[config.mk]
export PLATFORM = sky130hd
export DESIGN_NAME = split_result_merger
export DESIGN_NICKNAME = d
export VERILOG_FILES = /design/src/rtl/split_merge_pkg.sv /design/src/rtl/split_tag_fifo.sv /design/src/rtl/split_result_merger.sv
export SDC_FILE = /design/constraint.sdc
export NUM_CORES = 1
export LEC_CHECK = 0
export BUFFER_PORTS_ARGS = -buffer_cell sky130_fd_sc_hd__buf_2
export CAP_MARGIN = 20
export CORE_MARGIN = 3
export CORE_UTILIZATION = 50
export DETAILED_ROUTE_END_ITERATION = 6
export PLACE_DENSITY_LB_ADDON = 0.2
export SYNTH_ARGS = -nofsm -noshare
export SYNTH_HDL_FRONTEND = slang
export SYNTH_SLANG_ARGS = --single-unit
[constraint.sdc]
create_clock -name clk -period 2.9 [get_ports clk]
set_clock_uncertainty 0.05 [all_clocks]
set_input_delay 0.58 -clock clk [delete_from_list [all_inputs] [get_ports clk]]
set_output_delay 0.58 -clock clk [all_outputs]
set_load 0.02 [all_outputs]
[src/rtl/split_merge_pkg.sv]
// Shared FSM state encoding and default sizing for the split-result merger.
package split_merge_pkg;

   localparam int DEF_NSPLIT     = 8;
   localparam int DEF_TAG_W      = 16;
   localparam int DEF_CNT_W      = 32;
   localparam int DEF_FIFO_DEPTH = 4;

   typedef enum logic [1:0] {
      ST_IDLE,
      ST_RUN,
      ST_DRAIN
   } merge_state_e;

endpackage

[src/rtl/split_tag_fifo.sv]
// Accepted-tag buffer: synchronous FIFO with flop-sourced head output and full/empty flags.
module split_tag_fifo #(
   parameter int W     = 16,
   parameter int DEPTH = 4
) (
   input  logic         clk,
   input  logic         rst,
   input  logic         push,
   input  logic [W-1:0] din,
   input  logic         pop,
   output logic [W-1:0] dout,
   output logic         full,
   output logic         empty
);

   localparam int AW = $clog2(DEPTH);
   localparam logic [AW:0] FULL_CNT = (AW + 1)'(DEPTH);

   logic [W-1:0]  mem [DEPTH];
   logic [AW-1:0] wr_ptr, rd_ptr;
   logic [AW:0]   count;
   logic          do_push, do_pop;

   assign full    = (count == FULL_CNT);
   assign empty   = (count == '0);
   assign do_push = push && !full;
   assign do_pop  = pop && !empty;
   assign dout    = mem[rd_ptr];

   // NOTE: sequential state uses non-blocking assignments so every flop samples pre-edge values.
   always_ff @(posedge clk) begin
      if (rst) begin
         wr_ptr <= '0;
         rd_ptr <= '0;
         count  <= '0;
      end else begin
         if (do_push) wr_ptr <= wr_ptr + AW'(1);
         if (do_pop)  rd_ptr <= rd_ptr + AW'(1);
         case ({do_push, do_pop})
            2'b10:   count <= count + (AW + 1)'(1);
            2'b01:   count <= count - (AW + 1)'(1);
            default: count <= count;
         endcase
      end
   end

   // NOTE: storage is not reset; the pointers and count alone decide which entries are valid.
   always_ff @(posedge clk) begin
      if (do_push) mem[wr_ptr] <= din;
   end

endmodule

[src/rtl/split_result_merger.sv]
// Merges per-split constraint bits into accept/reject decisions and buffers accepted tags.
// Optional statistics (reject_cnt, first_fail) are built only with SPLIT_MERGE_STATS_EN defined.
module split_result_merger
   import split_merge_pkg::*;
#(
   parameter int NSPLIT     = DEF_NSPLIT,
   parameter int TAG_W      = DEF_TAG_W,
   parameter int CNT_W      = DEF_CNT_W,
   parameter int FIFO_DEPTH = DEF_FIFO_DEPTH
) (
   input  logic                      clk,
   input  logic                      rst,
   input  logic                      start,
   input  logic [CNT_W-1:0]          target_n,
   input  logic                      in_valid,
   output logic                      in_ready,
   input  logic [TAG_W-1:0]          in_tag,
   input  logic [NSPLIT-1:0]         in_x,
   output logic                      out_valid,
   input  logic                      out_ready,
   output logic [TAG_W-1:0]          out_tag,
   output logic [CNT_W-1:0]          accept_cnt,
   output logic [CNT_W-1:0]          reject_cnt,
   output logic [$clog2(NSPLIT)-1:0] first_fail,
   output logic                      done
);

   localparam int FF_W = $clog2(NSPLIT);

   merge_state_e     state, state_nx;
   logic [CNT_W-1:0] target_q, accept_inc;
   logic             fifo_full, fifo_empty;
   logic             xfer, pass, push, pop, start_take;

   assign in_ready   = (state == ST_RUN) && !fifo_full;
   assign xfer       = in_valid && in_ready;
   assign pass       = &in_x;
   assign push       = xfer && pass;
   assign out_valid  = !fifo_empty;
   assign pop        = out_valid && out_ready;
   assign done       = (state == ST_DRAIN) && fifo_empty;
   assign start_take = start && (state != ST_RUN);
   assign accept_inc = (accept_cnt == '1) ? accept_cnt : accept_cnt + CNT_W'(1);

   always_ff @(posedge clk) begin
      if (rst) state <= ST_IDLE;
      else     state <= state_nx;
   end

   // NOTE: next-state takes its default first so no path through the case leaves it unassigned.
   always_comb begin
      state_nx = state;
      case (state)
         ST_IDLE, ST_DRAIN: if (start) state_nx = (target_n == '0) ? ST_DRAIN : ST_RUN;
         ST_RUN:            if (push && (accept_inc == target_q)) state_nx = ST_DRAIN;
         default:           state_nx = ST_IDLE;
      endcase
   end

   always_ff @(posedge clk) begin
      if (rst) begin
         accept_cnt <= '0;
         target_q   <= '0;
      end else if (start_take) begin
         accept_cnt <= '0;
         target_q   <= target_n;
      end else if (push) begin
         accept_cnt <= accept_inc;
      end
   end

`ifdef SPLIT_MERGE_STATS_EN
   logic [FF_W-1:0] fail_idx;

   // Scan from the top so the lowest cleared bit wins.
   always_comb begin
      fail_idx = '0;
      for (int i = NSPLIT - 1; i >= 0; i--) begin
         if (!in_x[i]) fail_idx = FF_W'(i);
      end
   end

   always_ff @(posedge clk) begin
      if (rst) begin
         reject_cnt <= '0;
         first_fail <= '0;
      end else if (start_take) begin
         reject_cnt <= '0;
      end else if (xfer && !pass) begin
         if (reject_cnt != '1) reject_cnt <= reject_cnt + CNT_W'(1);
         first_fail <= fail_idx;
      end
   end
`else
   assign reject_cnt = '0;
   assign first_fail = '0;
`endif

   split_tag_fifo #(
      .W     (TAG_W),
      .DEPTH (FIFO_DEPTH)
   ) u_fifo (
      .clk   (clk),
      .rst   (rst),
      .push  (push),
      .din   (in_tag),
      .pop   (pop),
      .dout  (out_tag),
      .full  (fifo_full),
      .empty (fifo_empty)
   );

endmodule

Yosys cells after proc, flatten, opt, wreduce, memory -nomap -nowiden
Memory sizes are Yosys's and may differ from the RTL's. A register that Yosys moved wholly into a read port is not among the register bits. Cells that the tools add are included.

Muxes and demuxes: 10. Equality and inequality tests: 10. Add/sub/neg operators: 5. Reduce and logical (&&, ||, !) cells: 19.

Operator list (count): $add 32x1->32 const B (1); $eq 32x32->1 (1); $eq 32x32->1 const B (1); $logic_not 32->1 (1); $mux 32 (1); $mux 2 (5); $logic_and 1x1->1 (9); $reduce_and 8->1 (1); $pmux 3 s2 (1); $add 2x1->2 const B (2); $eq 2x1->1 const B (2); $eq 2x2->1 const B (2); $ne 2x1->1 const B (2); $pmux 2 s2 (1); $reduce_or 2->1 (2); $add 3x1->3 const B (1); $eq 3x3->1 const B (1); $logic_not 3->1 (1); $sub 3x1->3 const B (1); $logic_not 1->1 (2); $logic_not 2->1 (1); $mux 1 (2); $ne 2x2->1 const B (1); $reduce_and 2->1 (1); $reduce_bool 2->1 (1).

RAM bits: 64. Bits of input ports: 61. Output and inout port bits: 86. Register bits after elaboration: 73. Memories kept: 1.

Memories: u_fifo.mem (depth 4, width 16, read ports 1, clocked after Yosys merged registers in 1, wr ports 1, RTL line split_tag_fifo.sv:19) `logic [W-1:0] mem [DEPTH];`.

Longest topological paths before layout
Gate-level depths: netlist of run 1.

Word-level depth: 8. Depth in mapped cells: 10. Depth with buffers taken out: 10.

Cells and area by module
From an unflattened synthesis of run 1, not the netlist that was laid out.

Cell total of the unflattened synthesis: 735. Area total of the unflattened synthesis: 7248.2 sq um.

By module, submodules not included: split_result_merger (times used 1, sequential area each 1321.3 sq um, cells an instance 597, area each 4426.7 sq um); split_tag_fifo (times used 1, sequential area each 2102.0 sq um, cells an instance 138, area each 2821.5 sq um).

Worst setup path before layout of run 1
OpenSTA, ideal clock, no wires.

Path type: reg-to-reg. Start: reg accept_cnt[0]. End: reg state[0]. Data arrival time: 2796 ps. Path buffers: 0. Clock period less this slack: 2965 ps. Library setup time: 119 ps. Stages on the path, launching flop included: 10. Slack: -65 ps. Data required time: 2731 ps. Path through: dfxtp_1 -> ha_1 -> nand3_1 -> nor2_1 -> nand3_1 -> or4b_2 -> a2111oi_2 -> nand4bb_1 -> a21oi_1 -> nand2_1.

Cells in the longest elaborated chain, start to end: 6. Elaborated cells between the ends (all ways): 7. Those cells by class: 1 x add/sub; 3 x eq/ne; 1 x mux; 2 x reduce/logical.

Ends and longest elaborated chain: start: declaration (RTL line split_result_merger.sv:22) `output logic [CNT_W-1:0] accept_cnt,`; start signal: assignment (RTL line split_result_merger.sv:68) `accept_cnt <= accept_inc;`; $add 32x1->32 / $eq 32x32->1 (equally long branches) (RTL line split_result_merger.sv:43) `assign accept_inc = (accept_cnt == '1) ? accept_cnt : accept_cnt + CNT_W'(1);`; $mux 32 * (RTL line split_result_merger.sv:43); $eq 32x32->1 * (RTL line split_result_merger.sv:55) `ST_RUN: if (push && (accept_inc == target_q)) state_nx = ST_DRAIN;`; $logic_and 1x1->1 * (RTL line split_result_merger.sv:55); $ne 2x1->1 (no source line) *; $reduce_and 2->1 (no source line) *; end signal: assignment (RTL line split_result_merger.sv:47) `else state <= state_nx;`; end: declaration (RTL line split_result_merger.sv:30) `merge_state_e state, state_nx;`.

Mark *: on every way between the ends. The rest lies on a longest branch, timed or not. A chain may end at the register's enable or synchronous reset.

Final worst setup path of run 1
Start: reg accept_cnt[13]. End: reg state[1].

Same word-level chain as after synthesis.

==> impl_metrics.toml, run 1 <==
[floorplan]
initial_core_util = 0.520
pin_count = 147
core_region_mm2 = 0.0141
floorplan.die.height_um = 127
dieArea_mm2 = 0.0162
die_w_um = 127
row_count = 43

[clocking]
ctsHoldBuffers = 0
cts.htree.levels = 4
insertion_delay_ps = 430
cts.sink_count = 139
max-clock-path-buffers = 2
root_buffer = "sky130_fd_sc_hd__clkbuf_16"
cts_tree = "done"
cts.reportedPaths.clkPinSlew_ps = 70
numCtsBuffers = 17

[final_layout]
drive_above_1_share = 0.319
area.growth.synth_to_final_pct = 25.0
post-route-util = 0.650
post-route-cell-area_mm2 = 0.00920
finalNetCount = 985
final_cell_count_no_fill = 1110
antenna_diode_count = 0

[sta]
final.hold.worst_slack_ps = 325
endpoints_failing_hold = 0
setup_total_negative_slack_ps = 0
timing.max_slew.rel_slack = 0.652
min_period_over_period = 0.958
tightestPinTransition_ps = 519
timing_max_transition_violations_final = 0
maxClockFrequency_mhz = 360
fin_ws_ps = 121
final.min_clock_period_ps = 2780
setup_viol_count_final = 0

[synth]
synth_seq_cells = 139
synth_commonest_cells = "102 x sky130_fd_sc_hd__nand2_1, 75 x sky130_fd_sc_hd__dfxtp_1, 64 x sky130_fd_sc_hd__edfxtp_1, 62 x sky130_fd_sc_hd__nor2_1, 52 x sky130_fd_sc_hd__a21oi_1"
mappedNetlistArea_mm2 = 0.00736
ys_warn_count = 0
synth-edff-count = 64
synth_area_leaders = "sky130_fd_sc_hd__edfxtp_1 26%, sky130_fd_sc_hd__dfxtp_1 20%, sky130_fd_sc_hd__nand2_1 5.2%"
synthDistinctLibCells = 64
postSynth.topFlopCell = "sky130_fd_sc_hd__dfxtp_1"
synthDominantAreaCellType = "sky130_fd_sc_hd__edfxtp_1"
yosys.area.top_type_share = 0.261
synthesis.instances = 739
yosys.cell_count.top_type = "sky130_fd_sc_hd__nand2_1"
synthesis.area_per_instance_um2 = 9.96
synth_async_sr_flop_share = 0
synth_sequential_area_ratio = 0.465

[placement]
post-place-ws_ps = 17.2
place.port_buffers = 111
detailed_place_hpwl_um = 16500
placed_area_mm2 = 0.00842
finalWeightedCongestion = 1.00
dp_cells = 1067

[worst_setup_path]
path_class = "register to register"
r2r_start = "accept_cnt[13]"
cp-start-kind = "register"
critPathMaxFanout = 5
worst-endpoint-required_ps = 3180
crit_arrival_ps = 3060
startpoint = "accept_cnt[13]"
setup.worst_path.end_class = "register"

[run]
cap_viol_max_count = 0

[outcome]
outcome = "finished, final reports clean"

[routing]
via_per_inst = 5.68
drt_pass1_iterations = 6
drt_first_iter_violations = 543
drt_wl_total_um = 21600
dr_total_vias = 6307
route.detailed.drc = 0
ant_nets = 0
wl_per_cell_um = 19.4

[pwr]
leakage_component_of_the_power_nw = 3.67
fin_total_pwr_mw = 4.86
pwr_density_cell_mw_per_mm2 = 528
worst_voltage_drop_across_the_vdd_grid_mv = 0.411

[global_routing]
grt_start_max_net_pins = 33
grt_pass1_vias = 5969
antenna_found_initial = 0
globalRouteOverflowTotal = 0
grt_util_all_layers = 0.264
grt_first_pass_wirelength_um = 33200

[hold_path]
hold_path.startpoint = "in_tag[11]"
path_category_of_the_worst_min_delay_check = "input pin to register"
==> placed cells by master, fill, tap and decap left out, drive strengths merged, types with 8 or more instances in the layout <==
cell type and instances:
o21ai 15, clkbuf 17, xnor2 31, or3 8, buf 204, xor2 33
conb 35, nand2 102, mux4 16, nor2 62, and3 9, nand4 23
or4 10, nor4 28, inv 23, nor3 15, edfxtp 64, dfxtp 75
a21oi 52, nand3 22
==> kinds of logic after synthesis <==
family / share of synthesized area
AO/OA/AOI/OAI: 0.0913
XOR/XNOR: 0.0762
adder cells (fa/ha/maj): 0.0129
buffers and inverters: 0.0721
flip-flops: 0.465
multiplexers: 0.0571
other: 0.000509
AND/OR/NAND/NOR: 0.225
==> critical path, stage by stage (launching register included) <==
cell,delay [ps]
sky130_fd_sc_hd__dfxtp_1,460
sky130_fd_sc_hd__buf_4,170
sky130_fd_sc_hd__nand2_1,120
sky130_fd_sc_hd__nor3_2,250
sky130_fd_sc_hd__a211oi_1,100
sky130_fd_sc_hd__or4_1,570
sky130_fd_sc_hd__a2111oi_2,360
sky130_fd_sc_hd__nand4_1,250
sky130_fd_sc_hd__o41ai_2,360
==> layer usage <==
layer,part of all wire,global-route usage
met5,0,0
met4,0.016,0.0656
met3,0.081,0.0548
met2,0.47,0.424
met1,0.43,0.369
==> cell type report <==
type,instances,area [µm²]
well taps,180,225
fillers,1201,4950
repair buffers,204,1280
clock buffers,17,425
clock inverters,15,133
multi-input cells,539,3650
flip-flops and latches,139,3430
inverters,16,60.1
==> path summary, 6_finish.rpt <==
| check | cells past startpoint | slack [ps] | endpoint |
|---|---|---|---|
| worst max register to register | 8 | 120 | state[1] |
| worst max-delay path | 8 | 120 | state[1] |
| worst min register to register | 2 | 420 | target_q[22] |
| worst min-delay path | 1 | 330 | u_fifo.mem[2][11] |
==> report_power, final <==
group | internal (mW) | switching [mW] | leakage [nW] | total, mW
clock | 1.12 | 0.927 | 0.263 | 2.05
sequential | 2.12 | 0.0758 | 1.19 | 2.19
combinational | 0.226 | 0.390 | 2.22 | 0.615
==> sequential cells by signal (all words and copies together) (netlist names), named ones only <==
| register | flops |
|---|---|
| u_fifo.wr_ptr | 2 |
| u_fifo.rd_ptr | 2 |
| state | 2 |
| accept_cnt | 32 |
| target_q | 32 |
| u_fifo.count | 3 |
| u_fifo.mem | 64 |
==> repair_timing <==
action,in CTS,in global routing
endpoints found under the hold margin,0,0
resized for setup,0,31
buffers inserted,0,11
endpoints found under the setup margin,0,2
No activity file was read; power rests on OpenSTA's default activity.
==> inputs of run 2 (changes only) <==
--- a/config.mk
+++ b/config.mk
@@ -10,7 +10,7 @@
 export CORE_MARGIN = 3
 export CORE_UTILIZATION = 50
 export DETAILED_ROUTE_END_ITERATION = 6
-export PLACE_DENSITY_LB_ADDON = 0.2
+export PLACE_DENSITY_LB_ADDON = 0.15
 export SYNTH_ARGS = -nofsm -noshare
 export SYNTH_HDL_FRONTEND = slang
 export SYNTH_SLANG_ARGS = --single-unit
==> run 2 against run 1 <==
  * Register-to-register slack got worse by 20 ps
  * Highest routed layer unchanged
  * Worst setup slack got worse by 17 ps
  * Via count increased by 0.97%
  * Clock power increased by 9.8%
  * Count of clock-buffer cells in the layout increased by 2
  * Sequential power about the same
  * Global-route usage increased by 1.2 points
  * Flip-flop and latch count unchanged
  * Fmax decreased by 0.60%
  * Combinational power decreased by 1%
==> impl_metrics.toml, run 2 (synthesis gave the netlist of run 1 again) <==
[outcome]
outcome = "finished, final reports clean"

[global_routing]
grt_util_all_layers = 0.276
grt_first_pass_wirelength_um = 34200
grt_pass1_vias = 5976
globalRouteOverflowTotal = 0
antenna_found_initial = 0
grt_start_max_net_pins = 33

[final_layout]
reg_top3 = "u_fifo.mem: 64 flops, accept_cnt: 32 flops, target_q: 32 flops"
final.fill_count = 1146
drive_above_1_share = 0.318
most_used_cells_in_the_layout_excluding_fill_and_tap_cells = "111 x sky130_fd_sc_hd__buf_2, 101 x sky130_fd_sc_hd__nand2_1, 87 x sky130_fd_sc_hd__buf_4"
largest_register_ffs = 64
area.growth.synth_to_final_pct = 25.5
most_common_cell_after_layout_fill_and_taps_aside = "sky130_fd_sc_hd__buf_2"
regMostFlops = "u_fifo.mem"
finalNetCount = 980
antenna_diode_count = 0

[worst_setup_path]
worst_reg_to_reg_path_cell_count = 10
critPathMaxFanout = 7
timing.critical_path.slowest_stage_cell = "sky130_fd_sc_hd__or4_4"
worst-endpoint-required_ps = 3160
worst-path-buf-inv = 2
crit_chain = "buf_4, nand4_4, or4_4, nor4_4, a41oi_2, nor4_4, buf_4, nand4bb_1, a21oi_1, nand2_1"
cp_slowest_stage_delay_ps = 590
cp-start-kind = "register"
crit_path_max_delay_family = "simple AND/OR/NAND/NOR gates"
path_class = "register to register"
setup.worst_path.end_class = "register"
critical_path_cell_count = 10
crit_arrival_ps = 3060

[clocking]
root_buffer = "sky130_fd_sc_hd__clkbuf_16"
max-clock-path-buffers = 2
insertion_delay_ps = 430
ctsHoldBuffers = 0
cts.sink_count = 139
cts.reportedPaths.clkPinSlew_ps = 70
cts_tree = "done"
cts.htree.levels = 4
numCtsBuffers = 17

[hold_path]
holdPathStages = 1
path_category_of_the_worst_min_delay_check = "input pin to register"

[pwr]
leakage_component_of_the_power_nw = 3.67
fin_total_pwr_mw = 5.06
worst_voltage_drop_across_the_vdd_grid_mv = 0.564
pwr_density_cell_mw_per_mm2 = 548

[routing]
ant_nets = 0
dr_total_vias = 6368
drt_pass1_iterations = 5
wl_per_cell_um = 19.9
drt_wl_total_um = 22000
drt_first_iter_violations = 670
route.detailed.drc = 0
via_per_inst = 5.76

[sta]
grt_setup_unrepaired = "yes"
setup_total_negative_slack_ps = 0
tightestPinTransition_ps = 777
final.min_clock_period_ps = 2800
final.hold.worst_slack_ps = 321
timing_max_transition_violations_final = 0
endpoints_failing_hold = 0
timing.max_slew.rel_slack = 0.481
min_period_over_period = 0.964
maxClockFrequency_mhz = 358
setup_viol_count_final = 0

[floorplan]
pin_count = 147
core_region_mm2 = 0.0141
die_w_um = 127
initial_core_util = 0.520
floorplan.die.height_um = 127
dieArea_mm2 = 0.0162
row_count = 43

[placement]
place.port_buffers = 111
finalWeightedCongestion = 1.03
detailed_place_hpwl_um = 17000

[run]
cap_viol_max_count = 0
[run 2: cell types whose count changed in the layout (fill, tap and decap cells not counted), moves of 2 or more]
cell	change
sky130_fd_sc_hd__clkinvlp_4	-3
sky130_fd_sc_hd__bufinv_16	+2
sky130_fd_sc_hd__buf_4	-2
sky130_fd_sc_hd__or4_1	+2
sky130_fd_sc_hd__inv_8	-2
sky130_fd_sc_hd__inv_4	+2
sky130_fd_sc_hd__or4_4	-2
sky130_fd_sc_hd__buf_6	-2
sky130_fd_sc_hd__nor4_1	-4
sky130_fd_sc_hd__nor4_2	+3
sky130_fd_sc_hd__clkinv_4	+2
[run 2: area by class of cell]
| cell class | instances | area (µm²) | share of cell area |
|---|---|---|---|
| timing repair buffer | 199 | 1220 | 0.132 |
| clock inverter | 13 | 153 | 0.0165 |
| multi-input combinational | 539 | 3680 | 0.399 |
| sequential | 139 | 3430 | 0.372 |
| tap | 180 | 225 | 0.0244 |
| inverter | 16 | 60.1 | 0.00650 |
| clock buffer | 19 | 464 | 0.0503 |
[run 2: worst register-to-register path: cells and delay by family (launching register included)]
family | cells | cell delay [ps]
AOI/OAI and AO/OA | 2 | 380
buffers and inverters | 2 | 310
DFF | 1 | 330
and+or+nand+nor | 6 | 1620
[run 2: per-layer routing]
layer	up-vias	GRT usage	routed length, µm
met1	3075	0.419	10100
met2	313	0.418	9950
li1	2952	-	-
met4	0	0.0656	295
met3	28	0.0410	1740
met5	-	0	0
[run 2: final timing paths]
check           startpoint               end  slack (ps)
max          accept_cnt[1]          state[0]         100
min reg2reg   target_q[15]      target_q[15]         430
max reg2reg  accept_cnt[1]          state[0]         100
min              in_tag[1]  u_fifo.mem[0][1]         320
[run 2: repair_timing]
action	CTS	global route
endpoints found under the setup margin	2	2
setup buffers	1	2
resized for setup	9	23
pin swaps	2	9
[run 2: metrics by stage]
| stage | area [µm²] | worst slack (ps) | cells | utilization |
|---|---|---|---|---|
| global placement | 8440 | -94.3 | 1070 | 0.596 |
| global route | 9240 | -16.3 | 1105 | 0.653 |
| finish | 9240 | 104 | 1105 | 0.653 |
| floorplan | 7490 | 46.0 | 773 | - |
| detailed placement | 8440 | -87.6 | 1070 | 0.596 |
| CTS | 9090 | 49.3 | 1103 | 0.643 |
[run 2: where the power goes]
| part | leakage [nW] | total, mW | switching [mW] | internal [mW] |
|---|---|---|---|---|
| registers | 1.19 | 2.20 | 0.0878 | 2.12 |
| clock network | 0.303 | 2.25 | 0.884 | 1.36 |
| logic | 2.18 | 0.609 | 0.384 | 0.225 |
